--- config.mk ---
export PLATFORM = sky130hd
export DESIGN_NAME = mem_stage
export DESIGN_NICKNAME = d
export VERILOG_FILES = /design/src/rtl/mem_stage.sv
export SDC_FILE = /design/constraint.sdc
export NUM_CORES = 1
export LEC_CHECK = 0
export BUFFER_PORTS_ARGS = -buffer_cell sky130_fd_sc_hd__buf_2
export CAP_MARGIN = 20
export CELL_PAD_IN_SITES_DETAIL_PLACEMENT = 0
export CELL_PAD_IN_SITES_GLOBAL_PLACEMENT = 2
export CORE_UTILIZATION = 30
export CTS_BUF_LIST = sky130_fd_sc_hd__clkbuf_16
export DETAILED_ROUTE_END_ITERATION = 16
export PLACE_DENSITY = 0.85
export REMOVE_ABC_BUFFERS = 1
export SLEW_MARGIN = 5
export SYNTH_ARGS = -nofsm -noshare
export SYNTH_HDL_FRONTEND = slang
export SYNTH_SLANG_ARGS = --single-unit
--- constraint.sdc ---
create_clock -name clk -period 1.95 [get_ports clk]
set_clock_uncertainty 0.05 [all_clocks]
set_input_delay 0.0975 -clock clk [delete_from_list [all_inputs] [get_ports clk]]
set_output_delay 0.0975 -clock clk [all_outputs]
set_load 0.005 [all_outputs]
--- src/rtl/mem_stage.sv ---
// Memory-access pipeline stage: runs req/ack transactions for loads/stores and
// retires every accepted instruction in program order to writeback.
//   state  | meaning
//   IDLE   | ready to accept an EX-stage instruction
//   ACCESS | memory transaction outstanding, upstream stalled
module mem_stage #(
  parameter int DATA_W = 16,
  parameter int REG_W  = 4
) (
  input  logic              clk,
  input  logic              rst,
  input  logic              ex_valid,
  input  logic [15:0]       ex_opn,
  input  logic [DATA_W-1:0] ex_res,
  input  logic              ex_flag,
  input  logic [DATA_W-1:0] ex_sdata,
  input  logic [REG_W-1:0]  ex_dst,
  input  logic              ex_wen,
  input  logic              flush,
  output logic              stall,
  output logic              mem_req,
  output logic              mem_we,
  output logic [DATA_W-1:0] mem_addr,
  output logic [DATA_W-1:0] mem_wdata,
  input  logic [DATA_W-1:0] mem_rdata,
  input  logic              mem_ack,
  output logic              wb_valid,
  output logic              wb_wen,
  output logic [REG_W-1:0]  wb_dst,
  output logic [DATA_W-1:0] wb_data,
  output logic              wb_flag
);

  typedef enum logic {IDLE, ACCESS} state_t;

  state_t           state, state_nxt;
  logic             is_load, is_store, is_mem;
  logic             accept, ack;
  logic [REG_W-1:0] lat_dst;
  logic             lat_wen, lat_flag;
  logic             unused_opn;

  assign is_load  = (ex_opn[15:11] == 5'b10011) || (ex_opn[15:11] == 5'b10010);
  assign is_store = (ex_opn[15:11] == 5'b11011) || (ex_opn[15:11] == 5'b11010);
  assign is_mem   = is_load | is_store;
  assign unused_opn = ^ex_opn[10:0];

  assign accept  = ex_valid & ~flush & (state == IDLE);
  // ack only counts while a request is actually outstanding
  assign ack     = mem_ack & (state == ACCESS);
  assign stall   = (state == ACCESS);
  assign mem_req = (state == ACCESS);

  always_ff @(posedge clk or posedge rst) begin
    if (rst) state <= IDLE;
    else     state <= state_nxt;
  end

  always_comb begin
    state_nxt = state;
    case (state)
      IDLE:   if (accept && is_mem) state_nxt = ACCESS;
      ACCESS: if (mem_ack)          state_nxt = IDLE;
    endcase
  end

  always_ff @(posedge clk or posedge rst) begin
    if (rst) begin
      mem_we    <= 1'b0;
      mem_addr  <= '0;
      mem_wdata <= '0;
      lat_dst   <= '0;
      lat_wen   <= 1'b0;
      lat_flag  <= 1'b0;
      wb_valid  <= 1'b0;
      wb_wen    <= 1'b0;
      wb_dst    <= '0;
      wb_data   <= '0;
      wb_flag   <= 1'b0;
    end else begin
      wb_valid <= 1'b0;
      if (accept && !is_mem) begin
        wb_valid <= 1'b1;
        wb_data  <= ex_res;
        wb_dst   <= ex_dst;
        wb_wen   <= ex_wen;
        wb_flag  <= ex_flag;
      end
      if (accept && is_mem) begin
        mem_we    <= is_store;
        mem_addr  <= ex_res;
        mem_wdata <= ex_sdata;
        lat_dst   <= ex_dst;
        lat_wen   <= ex_wen;
        lat_flag  <= ex_flag;
      end
      // stores retire their address and never write a register
      if (ack) begin
        wb_valid <= 1'b1;
        wb_dst   <= lat_dst;
        wb_flag  <= lat_flag;
        wb_wen   <= mem_we ? 1'b0 : lat_wen;
        wb_data  <= mem_we ? mem_addr : mem_rdata;
      end
    end
  end

endmodule

Yosys cells after proc, flatten, opt, wreduce, memory -nomap -nowiden
Index checks and enable logic that the tools add are counted.

Reductions and logical operators: 6. Eq/ne operators: 4. Multiplexer cells: 15. Bitwise gates (word level): 6.

Operators by type and width (number): $mux W16 (3); $eq A5 B5 Y1 const B (4); $mux W1 (9); $mux W4 (2); $and A1 B1 Y1 (3); $logic_and A1 B1 Y1 (2); $logic_or A1 B1 Y1 (2); $not A1 Y1 (2); $pmux W1 S2 (1); $reduce_bool A2 Y1 (1); $logic_not A1 Y1 (1); $or A1 B1 Y1 (1).

Word-level logic and storage cells: 43. Input port bits: 75. Output and inout port bits: 58. Register bits after elaboration: 63.

Longest topological paths before layout
Gate-level depths: netlist of the first run.

Depth in word-level cells: 7. Depth in mapped cells: 5. Gate-level depth less buffers: 3.

Least setup slack after synthesis of the first run
Ideal clock, no wire load.

Kind: register to register. From: register state, in the netlist mem_req. To: register wb_data[13]. Data required time: 1.761 ns. Clock period less this slack: 1.501 ns. Buffers on the path: 2. Setup slack: 0.449 ns. Setup time: 0.139 ns. Arrival time: 1.311 ns. Cell stages (with the launch flop): 6. Path through: dfrtp_1 -> or3b_1 -> buf_2 -> buf_6 -> o211ai_1 -> o211ai_1.

Cells in the longest elaborated chain, start to end: 4. Elaborated cells between the ends (all ways): 6. Classes of those cells: mux (1); bitwise (3); reduce/logical (2).

Ends and longest elaborated chain: start: declaration (RTL line 36) `state_t state, state_nxt;`; start signal: assignment (RTL line 56) `else state <= state_nxt;`; $not A1 Y1; $and A1 B1 Y1 (RTL line 48) `assign accept = ex_valid & ~flush & (state == IDLE);`; $logic_and A1 B1 Y1 (RTL line 82) `if (accept && !is_mem) begin`; $reduce_bool A2 Y1 (no line); end signal: assignment (RTL line 84) `wb_data <= ex_res;`; end signal: assignment (RTL line 103) `wb_data <= mem_we ? mem_addr : mem_rdata;`; end: declaration (RTL line 30) `output logic [DATA_W-1:0] wb_data,`.

Several ways; a longest one is shown, not always the timed one. A chain may end at the register's enable or synchronous reset.

Worst setup path after layout of the first run
From: register state, in the netlist mem_req. To: register wb_data[14].

Same word-level chain as after synthesis.

==> results of run 1 <==
-- cell families (layout without fill, tap and decap cells) --
family,Yosys count,in the layout,share of synthesized area (%)
flops,63,63,52.3
compound gates,47,47,12.2
simple gates,33,33,5.85
mux,55,55,24.7
buf+inv,24,190,4.90
-- flip-flops by register name, indices dropped and copies added, names as in the netlist --
signal	count
wb_flag	1
wb_dst	4
wb_wen	1
wb_data	16
mem_req	1
mem_wdata	16
mem_addr	16
wb_valid	1
lat_flag	1
mem_we	1
lat_wen	1
lat_dst	4
-- where the power goes --
part	switching [mW]	leakage (nW)	internal, mW
clock	0.613	0.166	1.25
sequential	0.194	0.778	1.60
combinational	0.405	1.33	0.695
-- cells in the mapped netlist (5+ instances only) --
cell type / instances / area (sq um)
buf_6: 6 / 67.6
buf_2: 7 / 35.0
nor2_1: 5 / 18.8
a31oi_1: 6 / 37.5
dfrtp_1: 63 / 1580
o211ai_2: 9 / 113
o211ai_1: 23 / 173
clkbuf_1: 7 / 26.3
o21ai_0: 8 / 40.0
nand3_1: 22 / 110
mux2i_1: 16 / 160
mux2_4: 39 / 586
-- metrics by stage --
stage                     instance area, sq um  std cells  power, mW
after CTS                                 4520        521       4.82
final                                     4520        521       4.76
after detailed placement                  3770        464       2.87
after global routing                      4520        521       5.01
after floorplan                           2880        201       2.37
after global placement                    3770        464       2.84
-- area by class of cell --
cell class,count,area (sq um)
Inverter,3,11.3
Clock inverter,7,120
Multi-Input combinational cell,135,1300
Fill cell,910,5250
Tap cell,133,166
Clock buffer,9,225
Timing Repair Buffer,171,1120
Sequential cell,63,1580
-- path summary, 6_finish.rpt --
kind                          startpoint       endpoint  depth (start not counted)
hold reg to reg            mem_wdata[12]  mem_wdata[12]                          1
max in group asynchronous            rst         wb_wen                          4
min in group asynchronous            rst  mem_wdata[11]                          3
setup / recovery                 mem_req    wb_data[14]                          4
setup reg to reg                 mem_req    wb_data[14]                          4
hold / removal              mem_rdata[5]     wb_data[5]                          3
-- timing repair --
item / in CTS / in global routing
endpoints found under the setup margin: 0 / 0
endpoints found under the hold margin: 91 / 0
hold buffers: 41 / 0
-- per-layer routing --
metal | vias up | track usage [%] | wire length (um)
met3 | 6 | 2.46 | 224
met5 | - | 0 | 0
met4 | 0 | 5.82 | 48
li1 | 1140 | - | -
met2 | 51 | 26.5 | 4120
met1 | 1170 | 19.8 | 3520
-- critical path: stages, from the launching register on --
cell and delay, ns:
dfrtp_1 0.45, or3b_1 0.39, buf_4 0.24, o211ai_1 0.22, o211ai_1 0.12
==> results.sh, run 1 <==
export IMPL_p_leak_nw=2.27
export IMPL_die_y_um=102
export IMPL_outcome="complete, no violations"
export IMPL_end_kind="register"
export IMPL_drt_pass1_iter_count=4
export IMPL_diodes=0
export IMPL_cts_resized=0
export IMPL_final_cell_mix="buf_2 (120), dfrtp_1 (63), dlygate4sd3_1 (41), mux2_4 (39), o211ai_1 (23)"
export IMPL_clockBufferDepth=2
export IMPL_post_cts_buffers=0
export IMPL_area_growth_pct=50.0
export IMPL_synth_seq_cells=63
export IMPL_initial_core_util_pct=30.8
export IMPL_grt_pass1_vias=2408
export IMPL_grt_antenna_before_repair=0
export IMPL_final_layout_size_suffix_gt1_share_pct=51.0
export IMPL_crit_fanout=23
export IMPL_die_area_sq_um=10500
export IMPL_drt_antenna_violating_nets=0
export IMPL_slew_viol_final=0
export IMPL_period_share_pct=82.1
export IMPL_fin_ws_ns=0.350
export IMPL_vias=2367
export IMPL_yosysUniqueCellTypes=21
export IMPL_slew_headroom_pct=49.9
export IMPL_setup_violations=0
export IMPL_wl_per_cell_um=15.2
export IMPL_drt_iter0_drc=47
export IMPL_p_per_area_nw_per_um2=1050
export IMPL_io_pins=133
export IMPL_finalHoldViolCount=0
export IMPL_gp_congestion=0.766
export IMPL_synthCells=222
export IMPL_io_buffers=120
export IMPL_final_common_cell="buf_2"
export IMPL_worstSetupPathType="register to register"
export IMPL_vdd_drop_max_mv=0.459
export IMPL_worstPathRequired_ns=2.09
export IMPL_reg2reg_slack_ns=0.35
export IMPL_fmax_mhz=625
export IMPL_grt_pass1_wl_um=12200
export IMPL_avgViaCountPerCell=4.54
export IMPL_grt_setup_unrepaired="false"
export IMPL_cts_root_buf="clkbuf_16"
export IMPL_cts_htree_levels=3
export IMPL_syn_area_sq_um=3010
export IMPL_rows=36
export IMPL_synth_main_ff_cell="dfrtp_1"
export IMPL_clk_pin_slew_ns=0.06
export IMPL_setup_worst_path_start_class="register"
export IMPL_cts_buffers=9
export IMPL_synth_area_per_cell_sq_um=13.6
export IMPL_worstHoldPathType="primary input to register"
export IMPL_overflow=0
export IMPL_drc=0
export IMPL_final_util_pct=46.3
export IMPL_fin_crit_ns=1.60
export IMPL_maxCapViolations=0
export IMPL_fin_setup_tns_ns=0
export IMPL_die_width_um=102
export IMPL_nNetsFinal=458
export IMPL_ys_seq_area_share_pct=52.3
export IMPL_hpwl_um=4940
export IMPL_clock_sinks=63
export IMPL_core_area_sq_um=9770
export IMPL_async_flop_share_pct=100
export IMPL_fin_hold_ws_ns=0.0376
export IMPL_grt_usage_pct=15.5
export IMPL_crit_arrival_ns=1.74
export IMPL_grt_max_degree=46
export IMPL_wl_um=7910
export IMPL_cts_tree="yes"
export IMPL_yosys_warnings=0
export IMPL_tightest_slew_ns=0.751
export IMPL_clk_insertion_delay_late_ns=0.32
export IMPL_post_place_ws_ns=0.351
export IMPL_synth_edf_count=0
Power figures use the tool's default switching activity.
==> run 2, diff against run 1 <==
--- a/config.mk
+++ b/config.mk
@@ -9,10 +9,10 @@
 export CAP_MARGIN = 20
 export CELL_PAD_IN_SITES_DETAIL_PLACEMENT = 0
 export CELL_PAD_IN_SITES_GLOBAL_PLACEMENT = 2
-export CORE_UTILIZATION = 30
+export CORE_UTILIZATION = 27
 export CTS_BUF_LIST = sky130_fd_sc_hd__clkbuf_16
 export DETAILED_ROUTE_END_ITERATION = 16
-export PLACE_DENSITY = 0.85
+export PLACE_DENSITY = 0.81
 export REMOVE_ABC_BUFFERS = 1
 export SLEW_MARGIN = 5
 export SYNTH_ARGS = -nofsm -noshare
==> constraint.sdc (replaced) <==
create_clock -name clk -period 1.4 [get_ports clk]
set_clock_uncertainty 0.05 [all_clocks]
set_input_delay 0.07 -clock clk [delete_from_list [all_inputs] [get_ports clk]]
set_output_delay 0.07 -clock clk [all_outputs]
set_load 0.005 [all_outputs]
==> results.sh, run 2 (synthesis results as in run 1) <==
export IMPL_grt_antenna_before_repair=0
export IMPL_wl_um=8100
export IMPL_period_share_pct=106
export IMPL_clk_insertion_delay_late_ns=0.32
export IMPL_io_pins=133
export IMPL_grt_pass1_vias=2599
export IMPL_switching_share_pct=26.6
export IMPL_hp_start="mem_rdata[2]"
export IMPL_die_y_um=108
export IMPL_end_kind="register"
export IMPL_final_layout_size_suffix_gt1_share_pct=51.5
export IMPL_seq_power_share_pct=40.1
export IMPL_worstHoldPathType="primary input to register"
export IMPL_rows=38
export IMPL_grt_pass1_wl_um=13400
export IMPL_p_int_mw=4.58
export IMPL_fmax_mhz=673
export IMPL_worstSetupPathType="register to register"
export IMPL_power_switching_mw=1.66
export IMPL_comb_power_share_pct=25.3
export IMPL_hpwl_um=5440
export IMPL_whs_path_depth=3
export IMPL_worstPathRequired_ns=1.55
export IMPL_cp_cell_sequence="nor3b_4 > nand2_4 > buf_12 > mux2_4"
export IMPL_setup_violations=55
export IMPL_fin_setup_tns_ns=-2.92
export IMPL_multi_input_area_sq_um=1310
export IMPL_slowest_stage="dfrtp_1"
export IMPL_whs_endpoint="wb_data[2]"
export IMPL_cts_tree="yes"
export IMPL_cp_top_family="flip-flops"
export IMPL_post_place_ws_ns=-0.0966
export IMPL_drt_iter0_drc=102
export IMPL_overflow=0
export IMPL_cts_root_buf="clkbuf_16"
export IMPL_diodes=0
export IMPL_cts_htree_levels=3
export IMPL_drt_pass1_iter_count=4
export IMPL_setup_worst_path_start_class="register"
export IMPL_clockBufferDepth=2
export IMPL_p_per_area_nw_per_um2=1360
export IMPL_violations="setup timing"
export IMPL_fin_ws_ns=-0.0858
export IMPL_gp_congestion=0.724
export IMPL_tightest_slew_ns=0.340
export IMPL_crit_arrival_ns=1.64
export IMPL_finalHoldViolCount=0
export IMPL_outcome="finished, violations left"
export IMPL_io_buffers=120
export IMPL_grt_usage_pct=15.4
export IMPL_final_cell_mix="buf_2 (120), dfrtp_1 (63), dlygate4sd3_1 (41), mux2_4 (39), o211ai_1 (23)"
export IMPL_regArea_sq_um=1580
export IMPL_avgViaCountPerCell=4.59
export IMPL_final_util_pct=42.2
export IMPL_slew_headroom_pct=77.3
export IMPL_layout_top_registers="mem_addr: 16 flops, mem_wdata: 16 flops, wb_data: 16 flops"
export IMPL_grt_setup_unrepaired="true"
export IMPL_maxCapViolations=0
export IMPL_worstRegToRegCells=4
export IMPL_core_area_sq_um=10800
export IMPL_p_leak_nw=2.31
export IMPL_area_growth_pct=51.7
export IMPL_power_frac_clock_pct=34.7
export IMPL_initial_core_util_pct=27.8
export IMPL_final_common_cell="buf_2"
export IMPL_critPathBufInv=1
export IMPL_cts_buffers=9
export IMPL_r2r_end="mem_wdata[1]"
export IMPL_drc=0
export IMPL_clock_sinks=63
export IMPL_drt_antenna_violating_nets=0
export IMPL_slew_viol_final=0
export IMPL_timing_rr_start="mem_req"
export IMPL_crit_fanout=20
export IMPL_fillers=1040
export IMPL_vias=2440
export IMPL_reg2reg_slack_ns=-0.09
export IMPL_cp_slowest_stage_delay_ns=0.41
export IMPL_die_width_um=108
export IMPL_fin_crit_ns=1.49
export IMPL_clk_pin_slew_ns=0.06
export IMPL_nNetsFinal=462
export IMPL_wl_per_cell_um=15.2
export IMPL_vdd_drop_max_mv=0.557
export IMPL_grt_max_degree=64
export IMPL_die_area_sq_um=11600
-- run 2: changes by cell type in the layout (fill, tap and decap cells not counted), sizes merged --
cell / delta
inv: -1
clkinv: +2
bufinv: -2
buf: +4
clkinvlp: +1
-- run 2: worst max path at each step --
stage | from | end | slack, ns | cells after the start
floorplan | mem_req | lat_dst[0] | -1.41 | 3
global placement | mem_req | wb_data[12] | -0.08 | 4
detailed placement | mem_req | wb_data[12] | -0.1 | 4
CTS | mem_req | wb_dst[3] | -0.06 | 4
global route | mem_req | wb_data[12] | -0.15 | 4
finish | mem_req | mem_wdata[1] | -0.09 | 4
-- run 2: timing repair --
item | in CTS | in global routing
hold buffers | 41 | 0
pin swaps | 1 | 8
endpoints found under the hold margin | 125 | 0
buffers inserted | 0 | 0
setup endpoints to repair | 61 | 61
gates resized for setup | 13 | 1
-- run 2: layout make-up --
class                           count  share of cell area, %
Timing Repair Buffer              175                   26.6
Inverter                            3                  0.246
Multi-Input combinational cell    135                   28.6
Tap cell                          140                   3.83
Clock buffer                        9                   4.92
Clock inverter                      7                   1.40
Sequential cell                    63                   34.5
-- run 2: per-layer routing --
layer | vias to the layer above | share of wire [%] | GRT usage, %
met5 | - | 0 | 0
met4 | 0 | 1.1 | 5.87
met3 | 9 | 7.6 | 4.84
met2 | 97 | 46 | 24.2
met1 | 1184 | 46 | 19.8
li1 | 1150 | - | -
-- run 2: through the flow --
stage / instances / instance area (sq um) / hold WS (ns) / power (mW)
3_5_place_dp: 475 / 3840 / 0.116 / 4.02
5_1_grt: 532 / 4570 / 0.0175 / 6.60
3_3_place_gp: 475 / 3840 / 0.116 / 3.98
6_report: 532 / 4570 / 0.0137 / 6.24
2_1_floorplan: 201 / 2880 / 0.116 / 3.31
4_1_cts: 532 / 4570 / 0.00414 / 6.33
-- run 2: power groups by stage --
stage / sequential [mW] / combinational (mW) / clock, mW
floorplan: 2.56 / 0.743 / 0
global placement: 2.51 / 1.48 / 0
detailed placement: 2.51 / 1.51 / 0
CTS: 2.50 / 1.61 / 2.22
global route: 2.55 / 1.74 / 2.31
finish: 2.50 / 1.58 / 2.16
-- run 2: worst min-delay path, cell delays in order --
cell	delay, ns
buf_2	0.07
mux2i_1	0.06
o211ai_1	0.14
